`src/rtl/alu_pkg.sv`:
```
// rtl/alu_pkg.sv - ALU op codes, MIPS opcode/funct constants and control width
package alu_pkg;

   localparam int CTRL_W = 5;

   // ALU op codes, shared with the ALU itself
   localparam logic [CTRL_W-1:0] ALU_NONE = 5'b00000;
   localparam logic [CTRL_W-1:0] ALU_ADD  = 5'b00001;
   localparam logic [CTRL_W-1:0] ALU_SUB  = 5'b00010;
   localparam logic [CTRL_W-1:0] ALU_MUL  = 5'b00011;
   localparam logic [CTRL_W-1:0] ALU_SLL  = 5'b00100;
   localparam logic [CTRL_W-1:0] ALU_SRL  = 5'b00101;
   localparam logic [CTRL_W-1:0] ALU_AND  = 5'b00110;
   localparam logic [CTRL_W-1:0] ALU_OR   = 5'b00111;
   localparam logic [CTRL_W-1:0] ALU_XOR  = 5'b01000;
   localparam logic [CTRL_W-1:0] ALU_NOR  = 5'b01101;
   localparam logic [CTRL_W-1:0] ALU_SLT  = 5'b01110;

   localparam logic [5:0] OP_RTYPE    = 6'h00;
   localparam logic [5:0] OP_BEQ      = 6'h04;
   localparam logic [5:0] OP_BNE      = 6'h05;
   localparam logic [5:0] OP_ADDI     = 6'h08;
   localparam logic [5:0] OP_ADDIU    = 6'h09;
   localparam logic [5:0] OP_SLTI     = 6'h0A;
   localparam logic [5:0] OP_ANDI     = 6'h0C;
   localparam logic [5:0] OP_ORI      = 6'h0D;
   localparam logic [5:0] OP_XORI     = 6'h0E;
   localparam logic [5:0] OP_LUI      = 6'h0F;
   localparam logic [5:0] OP_SPECIAL2 = 6'h1C;
   localparam logic [5:0] OP_LW       = 6'h23;
   localparam logic [5:0] OP_SW       = 6'h2B;

   localparam logic [5:0] F_SLL  = 6'h00;
   localparam logic [5:0] F_SRL  = 6'h02;
   localparam logic [5:0] F_SLLV = 6'h04;
   localparam logic [5:0] F_SRLV = 6'h06;
   localparam logic [5:0] F_ADD  = 6'h20;
   localparam logic [5:0] F_ADDU = 6'h21;
   localparam logic [5:0] F_SUB  = 6'h22;
   localparam logic [5:0] F_SUBU = 6'h23;
   localparam logic [5:0] F_AND  = 6'h24;
   localparam logic [5:0] F_OR   = 6'h25;
   localparam logic [5:0] F_XOR  = 6'h26;
   localparam logic [5:0] F_NOR  = 6'h27;
   localparam logic [5:0] F_SLT  = 6'h2A;
   localparam logic [5:0] F_MUL  = 6'h02;

endpackage

```
`src/rtl/alu_ctrl_decode.sv`:
```
// rtl/alu_ctrl_decode.sv - combinational MIPS decode to ALU op code and operands
module alu_ctrl_decode
   import alu_pkg::*;
#(
   parameter int DATA_W = 32
) (
   input  logic [31:0]       instr_i,
   input  logic [DATA_W-1:0] rs_data_i,
   input  logic [DATA_W-1:0] rt_data_i,
   output logic [CTRL_W-1:0] ctrl_o,
   output logic [DATA_W-1:0] a_o,
   output logic [DATA_W-1:0] b_o,
   output logic [4:0]        write_reg_o,
   output logic              reg_write_o,
   output logic              illegal_o
);

   logic [5:0]        opcode, funct;
   logic [4:0]        rt, rd, shamt;
   logic [15:0]       imm;
   logic [DATA_W-1:0] imm_sext, imm_zext, imm_lui, shamt_a, shvar_a;
   logic [CTRL_W-1:0] ctrl;
   logic [DATA_W-1:0] a, b;
   logic [4:0]        wr;
   logic              rw, ill;
   // Register numbers arrive as data, so the rs field itself is not needed
   logic              unused_rs;

   assign opcode    = instr_i[31:26];
   assign rt        = instr_i[20:16];
   assign rd        = instr_i[15:11];
   assign shamt     = instr_i[10:6];
   assign funct     = instr_i[5:0];
   assign imm       = instr_i[15:0];
   assign unused_rs = ^instr_i[25:21];

   assign imm_sext = {{(DATA_W-16){imm[15]}}, imm};
   assign imm_zext = {{(DATA_W-16){1'b0}}, imm};
   assign imm_lui  = {imm, {(DATA_W-16){1'b0}}};
   // The ALU takes the shift amount from A[10:6]
   assign shamt_a  = DATA_W'({shamt, 6'b0});
   assign shvar_a  = DATA_W'({rs_data_i[4:0], 6'b0});

   always_comb begin
      ctrl = ALU_NONE;
      a    = rs_data_i;
      b    = rt_data_i;
      wr   = rt;
      rw   = 1'b0;
      ill  = 1'b0;
      case (opcode)
         OP_RTYPE: begin
            wr = rd;
            rw = 1'b1;
            case (funct)
               F_ADD, F_ADDU: ctrl = ALU_ADD;
               F_SUB, F_SUBU: ctrl = ALU_SUB;
               F_AND:         ctrl = ALU_AND;
               F_OR:          ctrl = ALU_OR;
               F_XOR:         ctrl = ALU_XOR;
               F_NOR:         ctrl = ALU_NOR;
               F_SLT:         ctrl = ALU_SLT;
               F_SLL:  begin ctrl = ALU_SLL; a = shamt_a; end
               F_SRL:  begin ctrl = ALU_SRL; a = shamt_a; end
               F_SLLV: begin ctrl = ALU_SLL; a = shvar_a; end
               F_SRLV: begin ctrl = ALU_SRL; a = shvar_a; end
               default: ill = 1'b1;
            endcase
         end
         OP_SPECIAL2: begin
            if (funct == F_MUL) begin
               ctrl = ALU_MUL;
               wr   = rd;
               rw   = 1'b1;
            end else begin
               ill = 1'b1;
            end
         end
         OP_ADDI, OP_ADDIU, OP_LW: begin ctrl = ALU_ADD; b = imm_sext; rw = 1'b1; end
         OP_SLTI: begin ctrl = ALU_SLT; b = imm_sext; rw = 1'b1; end
         OP_ANDI: begin ctrl = ALU_AND; b = imm_zext; rw = 1'b1; end
         OP_ORI:  begin ctrl = ALU_OR;  b = imm_zext; rw = 1'b1; end
         OP_XORI: begin ctrl = ALU_XOR; b = imm_zext; rw = 1'b1; end
         OP_LUI:  begin ctrl = ALU_OR;  a = '0; b = imm_lui; rw = 1'b1; end
         OP_SW:   begin ctrl = ALU_ADD; b = imm_sext; end
         OP_BEQ, OP_BNE: begin ctrl = ALU_SUB; wr = 5'd0; end
         default: ill = 1'b1;
      endcase
      if (ill) begin
         ctrl = ALU_NONE;
         a    = '0;
         b    = '0;
         wr   = 5'd0;
         rw   = 1'b0;
      end
   end

   assign ctrl_o      = ctrl;
   assign a_o         = a;
   assign b_o         = b;
   assign write_reg_o = wr;
   assign reg_write_o = rw && (wr != 5'd0);
   assign illegal_o   = ill;

endmodule

```
`src/rtl/alu_ctrl_stage.sv`:
```
// rtl/alu_ctrl_stage.sv - registered decode-to-execute stage with stall/flush and illegal counter
module alu_ctrl_stage
   import alu_pkg::*;
#(
   parameter int DATA_W = 32,
   parameter int CNT_W  = 8
) (
   input  logic              Clk,
   input  logic              Reset,
   input  logic              Valid_i,
   input  logic [31:0]       Instr_i,
   input  logic [DATA_W-1:0] RsData_i,
   input  logic [DATA_W-1:0] RtData_i,
   input  logic              Stall_i,
   input  logic              Flush_i,
   output logic [CTRL_W-1:0] ALUControl_o,
   output logic [DATA_W-1:0] A_o,
   output logic [DATA_W-1:0] B_o,
   output logic [4:0]        WriteReg_o,
   output logic              RegWrite_o,
   output logic              Valid_o,
   output logic              Illegal_o,
   output logic [CNT_W-1:0]  IllegalCount_o
);

   logic [CTRL_W-1:0] dec_ctrl, ctrl_q, ctrl_d;
   logic [DATA_W-1:0] dec_a, dec_b, a_q, a_d, b_q, b_d;
   logic [4:0]        dec_wr, wr_q, wr_d;
   logic              dec_rw, dec_ill, rw_q, rw_d, valid_q, valid_d, ill_q, ill_d;
   logic [CNT_W-1:0]  cnt_q, cnt_d;

   alu_ctrl_decode #(.DATA_W(DATA_W)) u_decode (
      .instr_i     (Instr_i),
      .rs_data_i   (RsData_i),
      .rt_data_i   (RtData_i),
      .ctrl_o      (dec_ctrl),
      .a_o         (dec_a),
      .b_o         (dec_b),
      .write_reg_o (dec_wr),
      .reg_write_o (dec_rw),
      .illegal_o   (dec_ill)
   );

   always_comb begin
      ctrl_d  = ctrl_q;
      a_d     = a_q;
      b_d     = b_q;
      wr_d    = wr_q;
      rw_d    = rw_q;
      valid_d = valid_q;
      ill_d   = ill_q;
      cnt_d   = cnt_q;
      if (Flush_i || (!Stall_i && !Valid_i)) begin
         ctrl_d  = ALU_NONE;
         a_d     = '0;
         b_d     = '0;
         wr_d    = 5'd0;
         rw_d    = 1'b0;
         valid_d = 1'b0;
         ill_d   = 1'b0;
      end else if (!Stall_i) begin
         ctrl_d  = dec_ctrl;
         a_d     = dec_a;
         b_d     = dec_b;
         wr_d    = dec_wr;
         rw_d    = dec_rw;
         valid_d = 1'b1;
         ill_d   = dec_ill;
         if (dec_ill && (cnt_q != {CNT_W{1'b1}})) begin
            cnt_d = cnt_q + 1'b1;
         end
      end
   end

   always_ff @(posedge Clk or posedge Reset) begin
      if (Reset) begin
         ctrl_q  <= ALU_NONE;
         a_q     <= '0;
         b_q     <= '0;
         wr_q    <= 5'd0;
         rw_q    <= 1'b0;
         valid_q <= 1'b0;
         ill_q   <= 1'b0;
         cnt_q   <= '0;
      end else begin
         ctrl_q  <= ctrl_d;
         a_q     <= a_d;
         b_q     <= b_d;
         wr_q    <= wr_d;
         rw_q    <= rw_d;
         valid_q <= valid_d;
         ill_q   <= ill_d;
         cnt_q   <= cnt_d;
      end
   end

   assign ALUControl_o   = ctrl_q;
   assign A_o            = a_q;
   assign B_o            = b_q;
   assign WriteReg_o     = wr_q;
   assign RegWrite_o     = rw_q;
   assign Valid_o        = valid_q;
   assign Illegal_o      = ill_q;
   assign IllegalCount_o = cnt_q;

endmodule

```
`config.mk`:
```
export PLATFORM = sky130hd
export DESIGN_NAME = alu_ctrl_stage
export DESIGN_NICKNAME = d
export VERILOG_FILES = /design/src/rtl/alu_pkg.sv /design/src/rtl/alu_ctrl_decode.sv /design/src/rtl/alu_ctrl_stage.sv
export SDC_FILE = /design/constraint.sdc
export NUM_CORES = 1
export LEC_CHECK = 0
export CORE_UTILIZATION = 47
export CTS_BUF_LIST = sky130_fd_sc_hd__clkbuf_2 sky130_fd_sc_hd__clkbuf_4 sky130_fd_sc_hd__clkbuf_8
export CTS_CLUSTER_DIAMETER = 30
export CTS_CLUSTER_SIZE = 25
export DETAILED_ROUTE_END_ITERATION = 8
export PLACE_DENSITY = 0.91
export SYNTH_ARGS = -nofsm -noshare
export SYNTH_HDL_FRONTEND = slang
export SYNTH_SLANG_ARGS = --single-unit
```
`constraint.sdc`:
```
create_clock -name Clk -period 5.6 [get_ports Clk]
set_input_delay 1.12 -clock Clk [delete_from_list [all_inputs] [get_ports Clk]]
set_output_delay 1.12 -clock Clk [all_outputs]
set_load 0.01 [all_outputs]
```
Yosys cells after proc, flatten, opt, wreduce, memory -nomap -nowiden. Cells that the tools add are included.

Bits in registers: 85. Output and inout bits: 85. Word-level logic and storage cells: 93.

Add/sub/neg operators: 1. Eq/ne operators: 26. Muxes and demuxes: 32. Bitwise gates (word level): 2. Reduce and logical (&&, ||, !) cells: 24.

Operators with widths (number): 32-bit 2-to-1 mux (6); 32-bit case mux with 2 select lines (2); 32-bit case mux with 3 select lines (1); 6-bit equality test, second input constant (11); 6-bit by 4-bit equality test with 1-bit output, second input constant (7); 5-bit case mux with 8 select lines (1); 4-bit case mux with 9 select lines (1); 5-bit 2-to-1 mux (7); 6-bit by 3-bit equality test with 1-bit output, second input constant (4); 2-bit OR reduction (8); 5-bit case mux with 3 select lines (1); 13-bit OR reduction (1); 6-bit logical NOT (2); 11-bit OR reduction (1); 1-bit 2-to-1 mux (10); 9-bit OR reduction (1); 8-bit by 1-bit adder with 8-bit output, second input constant (1); 8-bit != test, second input constant (1); 6-bit by 2-bit equality test with 1-bit output, second input constant (1); 6-bit by 5-bit equality test with 1-bit output, second input constant (1); 5-bit nonzero test (1); 5-bit OR reduction (1); 4-bit OR reduction (1); 1-bit logical AND (3); other kinds (9) (11).

Logic depth before layout (Yosys ltp). Gate-level depths: netlist of run 1.

Depth after elaboration: 9. Mapped depth: 9. Mapped depth without buffers: 6.

Hierarchy. From an unflattened synthesis of run 1, not the netlist that was laid out.

Cells, all modules: 467. Area, all modules: 4727.0 sq um.

Modules (own cells, without submodules): alu_ctrl_stage (times used 1, cells an instance 207, area an instance 3098.0 sq um); alu_ctrl_decode (times used 1, cells an instance 260, area an instance 1629.1 sq um).

Least setup slack after synthesis of run 1. No wires, ideal clock.

Path kind: in2reg. Start point: in Instr_i[0]. End point: reg rw_q, in the netlist RegWrite_o. Library setup time: 124 ps. Data arrival time: 2931 ps. Required time: 5476 ps. Setup slack: 2545 ps. Stages: 7. Cell sequence: buf_6 nor4_4 a2111oi_2 nand3b_4 a22o_1 or4_1 o31a_1.

Cells in the longest elaborated chain, start to end: 9.

Ends and longest elaborated chain: start: declaration (RTL line alu_ctrl_stage.sv:11) `input logic [31:0] Instr_i,`; 6-bit equality test, or another cell as far along (RTL line alu_ctrl_decode.sv:55) `case (funct)`; 13-bit OR reduction (no line); 1-bit 2-to-1 mux (RTL line alu_ctrl_decode.sv:55); 1-bit case mux with 3 select lines (RTL line alu_ctrl_decode.sv:51) `case (opcode)`; 5-bit 2-to-1 mux (RTL line alu_ctrl_decode.sv:89) `if (ill) begin`; 5-bit nonzero test (RTL line alu_ctrl_decode.sv:102) `assign reg_write_o = rw && (wr != 5'd0);`; 1-bit logical AND (*) (RTL line alu_ctrl_decode.sv:102); 1-bit 2-to-1 mux (*) (RTL line alu_ctrl_stage.sv:61) `end else if (!Stall_i) begin`; 1-bit 2-to-1 mux (*) (RTL line alu_ctrl_stage.sv:53) `if (Flush_i || (!Stall_i && !Valid_i)) begin`; end signal: assignment (RTL line alu_ctrl_stage.sv:90) `rw_q <= rw_d;`; end: declaration (RTL line alu_ctrl_stage.sv:29) `logic dec_rw, dec_ill, rw_q, rw_d, valid_q, valid_d, ill_q, ill_d;`.

Mark *: on every way between the ends. The rest lies on a longest branch, timed or not. The select of a mux whose other input is x is not followed. A chain may end at the register's enable or synchronous reset.

Final worst setup path of run 1.
Start point: in Instr_i[2]. End point: reg a_q[12], in the netlist A_o[12].

Cells in the longest elaborated chain, start to end: 7.

Ends and longest elaborated chain: 6-bit equality test, or another cell as far along (RTL line alu_ctrl_decode.sv:55); 13-bit OR reduction (no line) / 2-bit OR reduction (equally long branches); 1-bit 2-to-1 mux / 32-bit case mux with 2 select lines (equally long branches) (RTL line alu_ctrl_decode.sv:55); 1-bit case mux with 3 select lines / 32-bit case mux with 2 select lines (equally long branches) (RTL line alu_ctrl_decode.sv:51); 32-bit 2-to-1 mux (*) (RTL line alu_ctrl_decode.sv:89); 32-bit 2-to-1 mux (*) (RTL line alu_ctrl_stage.sv:61); 32-bit 2-to-1 mux (*) (RTL line alu_ctrl_stage.sv:53); end signal: assignment (RTL line alu_ctrl_stage.sv:78) `a_q <= '0;`; end signal: assignment (RTL line alu_ctrl_stage.sv:87) `a_q <= a_d;`; end: declaration (RTL line alu_ctrl_stage.sv:27) `logic [DATA_W-1:0] dec_a, dec_b, a_q, a_d, b_q, b_d;`.

Marked as above.

==> results of run 1 <==
==> flip-flops by register name, indices dropped and copies added (netlist names) <==
signal	cells
IllegalCount_o	8
A_o	32
RegWrite_o	1
Illegal_o	1
Valid_o	1
WriteReg_o	5
B_o	32
ALUControl_o	4
==> cells by family (layout without fill, tap and decap cells) <==
logic type	after synthesis	count (layout)	share of synthesized area [%]
AOI/OAI and AO/OA	154	154	25.6
muxes	9	9	2.20
DFF	84	84	49.9
adders and majority gates	1	1	0.297
other	1	1	0.0889
buffers and inverters	42	203	5.10
and+or+nand+nor	131	131	15.4
xor gates and xnor gates	7	7	1.45
==> how the worst max path moves through the flow <==
stage,start,endpoint,depth (start not counted)
finish,Instr_i[2],A_o[12],7
global route,Instr_i[2],RegWrite_o,7
CTS,Instr_i[2],A_o[12],7
detailed placement,Instr_i[2],A_o[22],7
global placement,Instr_i[2],A_o[11],7
floorplan,Reset,ALUControl_o[0],1
==> cells in the final DEF, fill, tap and decap left out, types with 3 or more instances in the layout <==
cell type and instances:
a22oi_1 19, a22o_1 32, a221oi_1 16, a31oi_1 7, nand2b_1 5, inv_8 3
o21ai_1 3, clkdlybuf4s50_1 179, mux2i_1 7, buf_4 3, nand3_1 6, nor4_1 3
nand2_1 66, xor2_1 6, o21ai_0 48, a21oi_1 9, nor2_1 17, inv_1 4
and2_1 3, clkbuf_8 9, nor2b_1 4, nor3_1 7, a22o_2 3, dfrtp_1 84
==> cell type report <==
cell class                 count  area, sq um  share of cell area [%]
clock buffer                   9          124                    2.00
sequential                    84         2100                    34.0
multi-input combinational    303         1910                    30.9
inverter                       5         20.0                   0.324
tap                          108          135                    2.19
clock inverter                 7         76.3                    1.23
timing repair buffer         182         1810                    29.3
==> per-layer routing <==
layer / part of all wire [%] / routed length (microns) / global-route usage [%]
met1: 40 / 5330 / 36.9
met4: 2.4 / 326 / 11.4
met5: 0 / 0 / 0
met2: 50 / 6660 / 48.0
met3: 7.4 / 987 / 4.70
==> power by group through the flow <==
| stage | Combinational, uW | Sequential, uW | Clock [uW] |
|---|---|---|---|
| final | 270 | 658 | 437 |
| after global placement | 261 | 669 | 0 |
| after floorplan | 108 | 676 | 0 |
| after detailed placement | 267 | 669 | 0 |
| after CTS | 269 | 657 | 443 |
| after global routing | 291 | 662 | 469 |
==> worst max-delay path, cell delays in order <==
cell,delay [ps]
clkdlybuf4s50_1,780
or3b_1,540
a211o_1,300
a311oi_1,300
and2_2,260
and3_1,850
a22o_1,260
==> metrics by stage <==
step	setup slack, ps	instances	total power (uW)	hold WS [ps]
2_1_floorplan	2310	429	784	515
3_3_place_gp	1170	682	929	461
3_5_place_dp	1100	682	936	470
4_1_cts	1490	698	1370	490
5_1_grt	1180	698	1420	503
6_report	1450	698	1360	487
==> impl_results.md, run 1 <==
- Status: finished, final reports clean
- Core area: 8720 sq um
- P per Cell Area: between 200 and 250 nW/um^2
- Mapped cell area: 4220 sq um
- Actual slew at the worst max-slew pin: between 1000 and 1500 ps
- Io pins: about 190
- Htree depth: 3
- R2R Path End: IllegalCount_o[7]
- DRT Pass-1 Iters: 5
- Hold Path End: B_o[29]
- Critical Path RT: slightly below 6000 ps
- Initial antenna violation count: 0
- DRC Markers: 0
- Post-layout net count: slightly below 700
- Worst reg-to-reg setup slack: about 3800 ps
- Logic pwr share: between 10% and 20%
- CP Launch Type: input pin
- Period utilization: about three quarters
- Drt wl/cell: approximately 19 microns
- Post-Synthesis Cells: around 430
- Synth top area share: approximately half
- Hold Fails Final Rpt: 0
- Total Neg Setup Slack: 0 ps
- Vias per cell: between 5 and 6
- Congestion Overflow GR: 0
- Critical path class: in2reg
- CTS root buffer: clkbuf_8
- Std cell rows: 34
- Clock Power Share: about 32%
- DP Area: around 6000 sq um
- Worst hold path class: reg2reg
- Most used DFF post-synth: dfrtp_1
- Post-synthesis sequential area ratio: between 40% and 50%
- DP HPWL: roughly 9600 microns
- Starting density of the core: around half
- Commonest cells post-synth: dfrtp_1, nand2_1, o21ai_0
- Critical Path Sink Type: register
- Achievable Freq: 0.241 GHz
- Switching Fraction: a little under a third
- Mean area per synthesized cell: 9.83 sq um
- Antenna Cells: 0
- Fin. max-slew vios: 0
- Area contributors post-synth: dfrtp_1, a22o_1, nand2_1
- Die width: around 97 microns
- Routed vias: about 4200
- Gr usage total: about 29%
- Die Ht: about 97 microns
- Crit path time final: between 4000 and 5000 ps
- Post-DRT Antenna Nets: 0
- Most common cell in the netlist: dfrtp_1
- CTS sink cnt: 84
- Ys async rst share: 100%
- # Post-CTS Setup Buffers: 0
- Max-cap violations: 0
- Placer Congestion: slightly below 1
- Vias in the first global route: 4121
- Syn_nets: between 500 and 600
- Final Setup Violations: 0
- Static Leak: 0.00260 uW
- Cts bufs inserted: 9
- Post-synth cell types: 58
- Synth-to-Final Area Change: 46.6%
- #FFs+latches synth: between 80 and 90
- Die area: 9350 sq um
- Filler cells: 660
- # hold bufs at CTS: 0
- Post-synth EDFFs: 0
- Sequential Power Share: 48.2%
- Arr. time, crit path: ~4400 ps
- Worst reg2reg path depth: 6
- Largest net degree at the start of global routing: 85
- Worst Hold Launch: B_o[29]
- Pint: about 950 uW
- Switching pwr: around 410 uW
- Yosys warnings: 0
- Routed Wire Length: around 13000 microns
- Crit-path max FO: 27
- Hold path cells: 2
- Utilization after layout: between 70% and 80%
- Slew headroom: 14.0%
- PortBufs: ~180
- Worst-path clk slew: 90 ps
- DR iter-0 viols: slightly above 300
- Design area: slightly above 6000 sq um
- Share of cells above drive strength 1: a little under 6%
- FF-to-FF Start: IllegalCount_o[0]
- Clk Latency, worst-skew pair: about 360 ps
- RSZ-0062 raised after global routing: no
- CTS tree: done
- Gates resized, CTS repair: 0
- Clock buffer depth: 2
- First-pass GRT wire length: ~21000 microns
- Clock Skews: 11.2 ps
- Largest area contributor in the netlist: dfrtp_1
- Peak VDD IR: ~170 uV
(Power assumes the default switching activity.)
==> run 2, diff against run 1 <==
CORE_UTILIZATION = 44   (was 47)
PLACE_DENSITY = 0.87   (was 0.91)
clock period = 4.2 ns   (was 5.6 ns; I/O delays follow)
==> run 2 against run 1 <==
  * Via count up 0.74%
  * Clock skew down 5.6 ps
  * Die area up 6.7%
  * Highest routed layer unchanged
  * Critical path type unchanged
==> impl_results.md, run 2 (synthesis results as in run 1) <==
- Gr usage total: 27.5%
- Starting density of the core: between 40% and 50%
- Actual slew at the worst max-slew pin: around 1100 ps
- RSZ-0062 raised after global routing: no
- Gates resized, CTS repair: 0
- Crit path time final: approximately 3200 ps
- CTS sink cnt: 84
- Fin. max-slew vios: 0
- Largest net degree at the start of global routing: just under 60
- Worst reg-to-reg setup slack: ~2300 ps
- Commonest non-fill, non-tap cell in the layout: clkdlybuf4s50_1
- DRT Pass-1 Iters: 5
- Core area: ~9000 sq um
- Crit-path max FO: 27
- CTS tree: done
- Initial antenna violation count: 0
- Std cell rows: 35
- Vias per cell: a little under 6
- Post-layout net count: 697
- Share of cells above drive strength 1: around 7.5%
- Vias in the first global route: 4199
- Antenna Cells: 0
- Period utilization: approximately 76%
- Worst-path clk slew: around 90 ps
- Status: finished, final reports clean
- DR iter-0 viols: around 240
- Clk Latency, worst-skew pair: 350 ps
- CTS root buffer: clkbuf_8
- Arr. time, crit path: between 3000 and 4000 ps
- Critical Path Sink Type: register
- Drt wl/cell: approximately 18 microns
- Die area: 9980 sq um
- Die width: roughly 100 microns
- Worst hold slack: between 400 and 500 ps
- Hold path cells: 2
- Cts bufs inserted: 9
- CP Launch Type: input pin
- Htree depth: 3
- Die Ht: ~100 microns
- Congestion Overflow GR: 0
- Routed vias: roughly 4200
- Peak VDD IR: ~160 uV
- First-pass GRT wire length: roughly 21000 microns
- PortBufs: around 180
- Max-cap violations: 0
- P per Cell Area: ~280 nW/um^2
- Clock Skews: between 5 and 6 ps
- DP HPWL: approximately 9900 microns
- Achievable Freq: about 0.31 GHz
- Final Setup Violations: 0
- Critical Path RT: 4480 ps
- Utilization after layout: 67.7%
- Routed Wire Length: 13300 microns
- Static Leak: 0.00263 uW
- Critical path class: in2reg
- DRC Markers: 0
- Slew headroom: about a quarter
- Io pins: ~190
- Clock buffer depth: 2
- Worst hold path class: reg2reg
- Post-DRT Antenna Nets: 0
- Hold Fails Final Rpt: 0
- Worst reg2reg path depth: 6
- # Post-CTS Setup Buffers: 0
- Synth-to-Final Area Change: 48.4%
- Placer Congestion: 0.884
- Total Neg Setup Slack: 0 ps
- Most frequent cells in the layout: clkdlybuf4s50_1, dfrtp_1, nand2_1, o21ai_0, a22o_1
- # hold bufs at CTS: 0
## run 2: cell types whose count changed in the layout (fill, tap and decap cells not counted), sizes merged
cell      change
clkinvlp      +3
inv           -2
clkinv        -1
buf          +10
## run 2: stage by stage
stage | instance area (sq um) | power (uW) | worst slack (ps) | cells
after floorplan | 4220 | 1050 | 1190 | 429
after global placement | 6080 | 1240 | 713 | 713
after detailed placement | 6080 | 1250 | 683 | 713
after CTS | 6260 | 1780 | 1040 | 729
after global routing | 6260 | 1850 | 838 | 729
final | 6260 | 1760 | 1010 | 729
## run 2: worst max-delay path, cell delays in order
cell and delay (ps):
clkdlybuf4s50_1 610, or3b_1 470, a211o_1 300, a311oi_1 330, and2_2 250, and3_1 150, buf_4 300, a22o_1 190
## run 2: layer usage
layer	GRT usage [%]	part of all wire [%]	wire length, microns
met5	0	0	0
met4	12.8	2.7	362
met3	4.25	7.7	1030
met2	46.2	49	6560
met1	35.0	40	5380
## run 2: final timing paths
kind                              startpoint                end
hold / removal                       B_o[17]            B_o[17]
setup / recovery                  Instr_i[0]            A_o[25]
min in group asynchronous              Reset            A_o[18]
hold reg to reg                      B_o[17]            B_o[17]
max in group asynchronous              Reset             A_o[9]
setup reg to reg           IllegalCount_o[0]  IllegalCount_o[7]
## run 2: report_power, final
group	internal [uW]	leakage [uW]	total [uW]	switching (uW)
combinational	199	0.00139	364	165
clock	217	0.0000820	523	306
sequential	840	0.00116	876	35.8
## run 2: layout make-up
class | count | area (sq um)
sequential | 84 | 2100
clock buffer | 9 | 124
fill | 729 | 2980
inverter | 5 | 20.0
timing repair buffer | 192 | 1890
clock inverter | 7 | 50.0
tap | 129 | 161
multi-input combinational | 303 | 1910
==> run 3, diff against run 2 <==
CORE_UTILIZATION = 39   (was 44)
PLACE_DENSITY = 0.81   (was 0.87)
clock period = 2.8 ns   (was 4.2 ns; I/O delays follow)
==> run 3 against run 2 <==
  * Critical path depth is the same
  * Non-clock buffer count grew 36
  * Clock skew is 1.4 ps lower
  * Critical path type unchanged
  * Critical endpoint is now A_o[14]
  * Largest power group unchanged
==> impl_results.md, run 3 (synthesis results as in run 1) <==
- Worst hold path class: reg2reg
- CTS sink cnt: 84
- Die area: approximately 11000 sq um
- Final Setup Violations: 0
- Core area: 10400 sq um
- Worst hold slack: between 400 and 500 ps
- Die Ht: 106 microns
- Status: finished, final reports clean
- CTS tree: done
- Starting density of the core: between 40% and 50%
- P per Cell Area: between 400 and 500 nW/um^2
- Critical Path Sink Type: register
- Most frequent cells in the layout: clkdlybuf4s50_1, dfrtp_1, nand2_1, o21ai_0, buf_4
- Synth-to-Final Area Change: 56.3%
- Congestion Overflow GR: 0
- Antenna Cells: 0
- CTS root buffer: clkbuf_8
- Routed vias: between 4000 and 5000
- Initial antenna violation count: 0
- Static Leak: 0.00283 uW
- Peak VDD IR: ~240 uV
- Post-layout net count: roughly 730
- Dpl cells: roughly 760
- DP HPWL: between 10000 and 15000 microns
- Gates resized, CTS repair: 0
- Crit path time final: 2610 ps
- Placer Congestion: ~0.91
- Htree depth: 3
- Vias per cell: between 5 and 6
- Vias in the first global route: between 4000 and 5000
- Crit-path max FO: 27
- Arr. time, crit path: slightly below 3000 ps
- Gr usage total: 25.5%
- Io pins: about 190
- Die width: between 100 and 150 microns
- Cts bufs inserted: 9
- First-pass GRT wire length: around 22000 microns
- Critical path class: in2reg
- Clock Skews: 4.25 ps
- Achievable Freq: roughly 0.38 GHz
- Clk Latency, worst-skew pair: around 370 ps
- Post-DRT Antenna Nets: 0
- # Post-CTS Setup Buffers: 0
- Period utilization: between 90% and 100%
- Std cell rows: 37
- Final cell count without fillers: 772
- Routed Wire Length: 13800 microns
- Largest net degree at the start of global routing: 45
- # hold bufs at CTS: 0
- Fin. max-slew vios: 0
- CP Launch Type: input pin
- Critical Path RT: 3100 ps
- Max-cap violations: 0
- Total power: 2700 uW
- DR iter-0 viols: 279
- Commonest non-fill, non-tap cell in the layout: clkdlybuf4s50_1
- DRC Markers: 0
- Drt wl/cell: ~18 microns
- DRT Pass-1 Iters: 4
- Hold Fails Final Rpt: 0
- Worst-path clk slew: 90 ps
- RSZ-0062 raised after global routing: no
- Clock buffer depth: 2
- PortBufs: roughly 180
- Share of cells above drive strength 1: 12.7%
-- run 3: report_power, final --
| part | switching [uW] | internal, uW |
|---|---|---|
| clock | 479 | 325 |
| sequential | 52.0 | 1260 |
| combinational | 254 | 327 |
| total | 786 | 1910 |
-- run 3: routing by layer --
| metal | share of wire, % | up-vias | track usage (%) |
|---|---|---|---|
| met5 | 0 | - | 0 |
| met4 | 2.9 | 0 | 12.9 |
| met3 | 5.4 | 29 | 3.07 |
| met2 | 50 | 195 | 42.5 |
| met1 | 42 | 2115 | 32.9 |
| li1 | - | 1995 | - |
-- run 3: worst max-delay path, cell delays in order --
cell and delay [ps]:
clkdlybuf4s50_1 540, or3b_1 410, a211o_1 310, a311oi_1 340, and2_2 210, and3_1 190, buf_12 180, a22o_1 150
-- run 3: metrics by stage --
step / setup WS, ps / TNS, ps / instance area, sq um / utilization (%)
finish: 192 / 0 / 6590 / 63.3
global route: 82.0 / 0 / 6590 / 63.3
CTS: 210 / 0 / 6590 / 63.3
detailed placement: -180 / -5700 / 6410 / 61.6
global placement: -134 / -3720 / 6410 / 61.6
floorplan: 74.9 / 0 / 4220 / -
-- run 3: area by class of cell --
class | count | area (sq um)
Fill cell | 874 | 3830
Timing Repair Buffer | 228 | 2210
Sequential cell | 84 | 2100
Multi-Input combinational cell | 303 | 1910
Tap cell | 136 | 170
Clock buffer | 9 | 124
Clock inverter | 7 | 51.3
Inverter | 5 | 20.0
-- run 3: worst paths after layout --
path	start	to	slack [ps]	cells past startpoint
max in group asynchronous	Reset	ALUControl_o[3]	1720	3
max	Instr_i[3]	A_o[14]	190	8
min in group asynchronous	Reset	A_o[30]	500	2
min reg2reg	Valid_o	Valid_o	480	2
max reg2reg	IllegalCount_o[0]	IllegalCount_o[7]	950	6
min	Valid_o	Valid_o	480	2
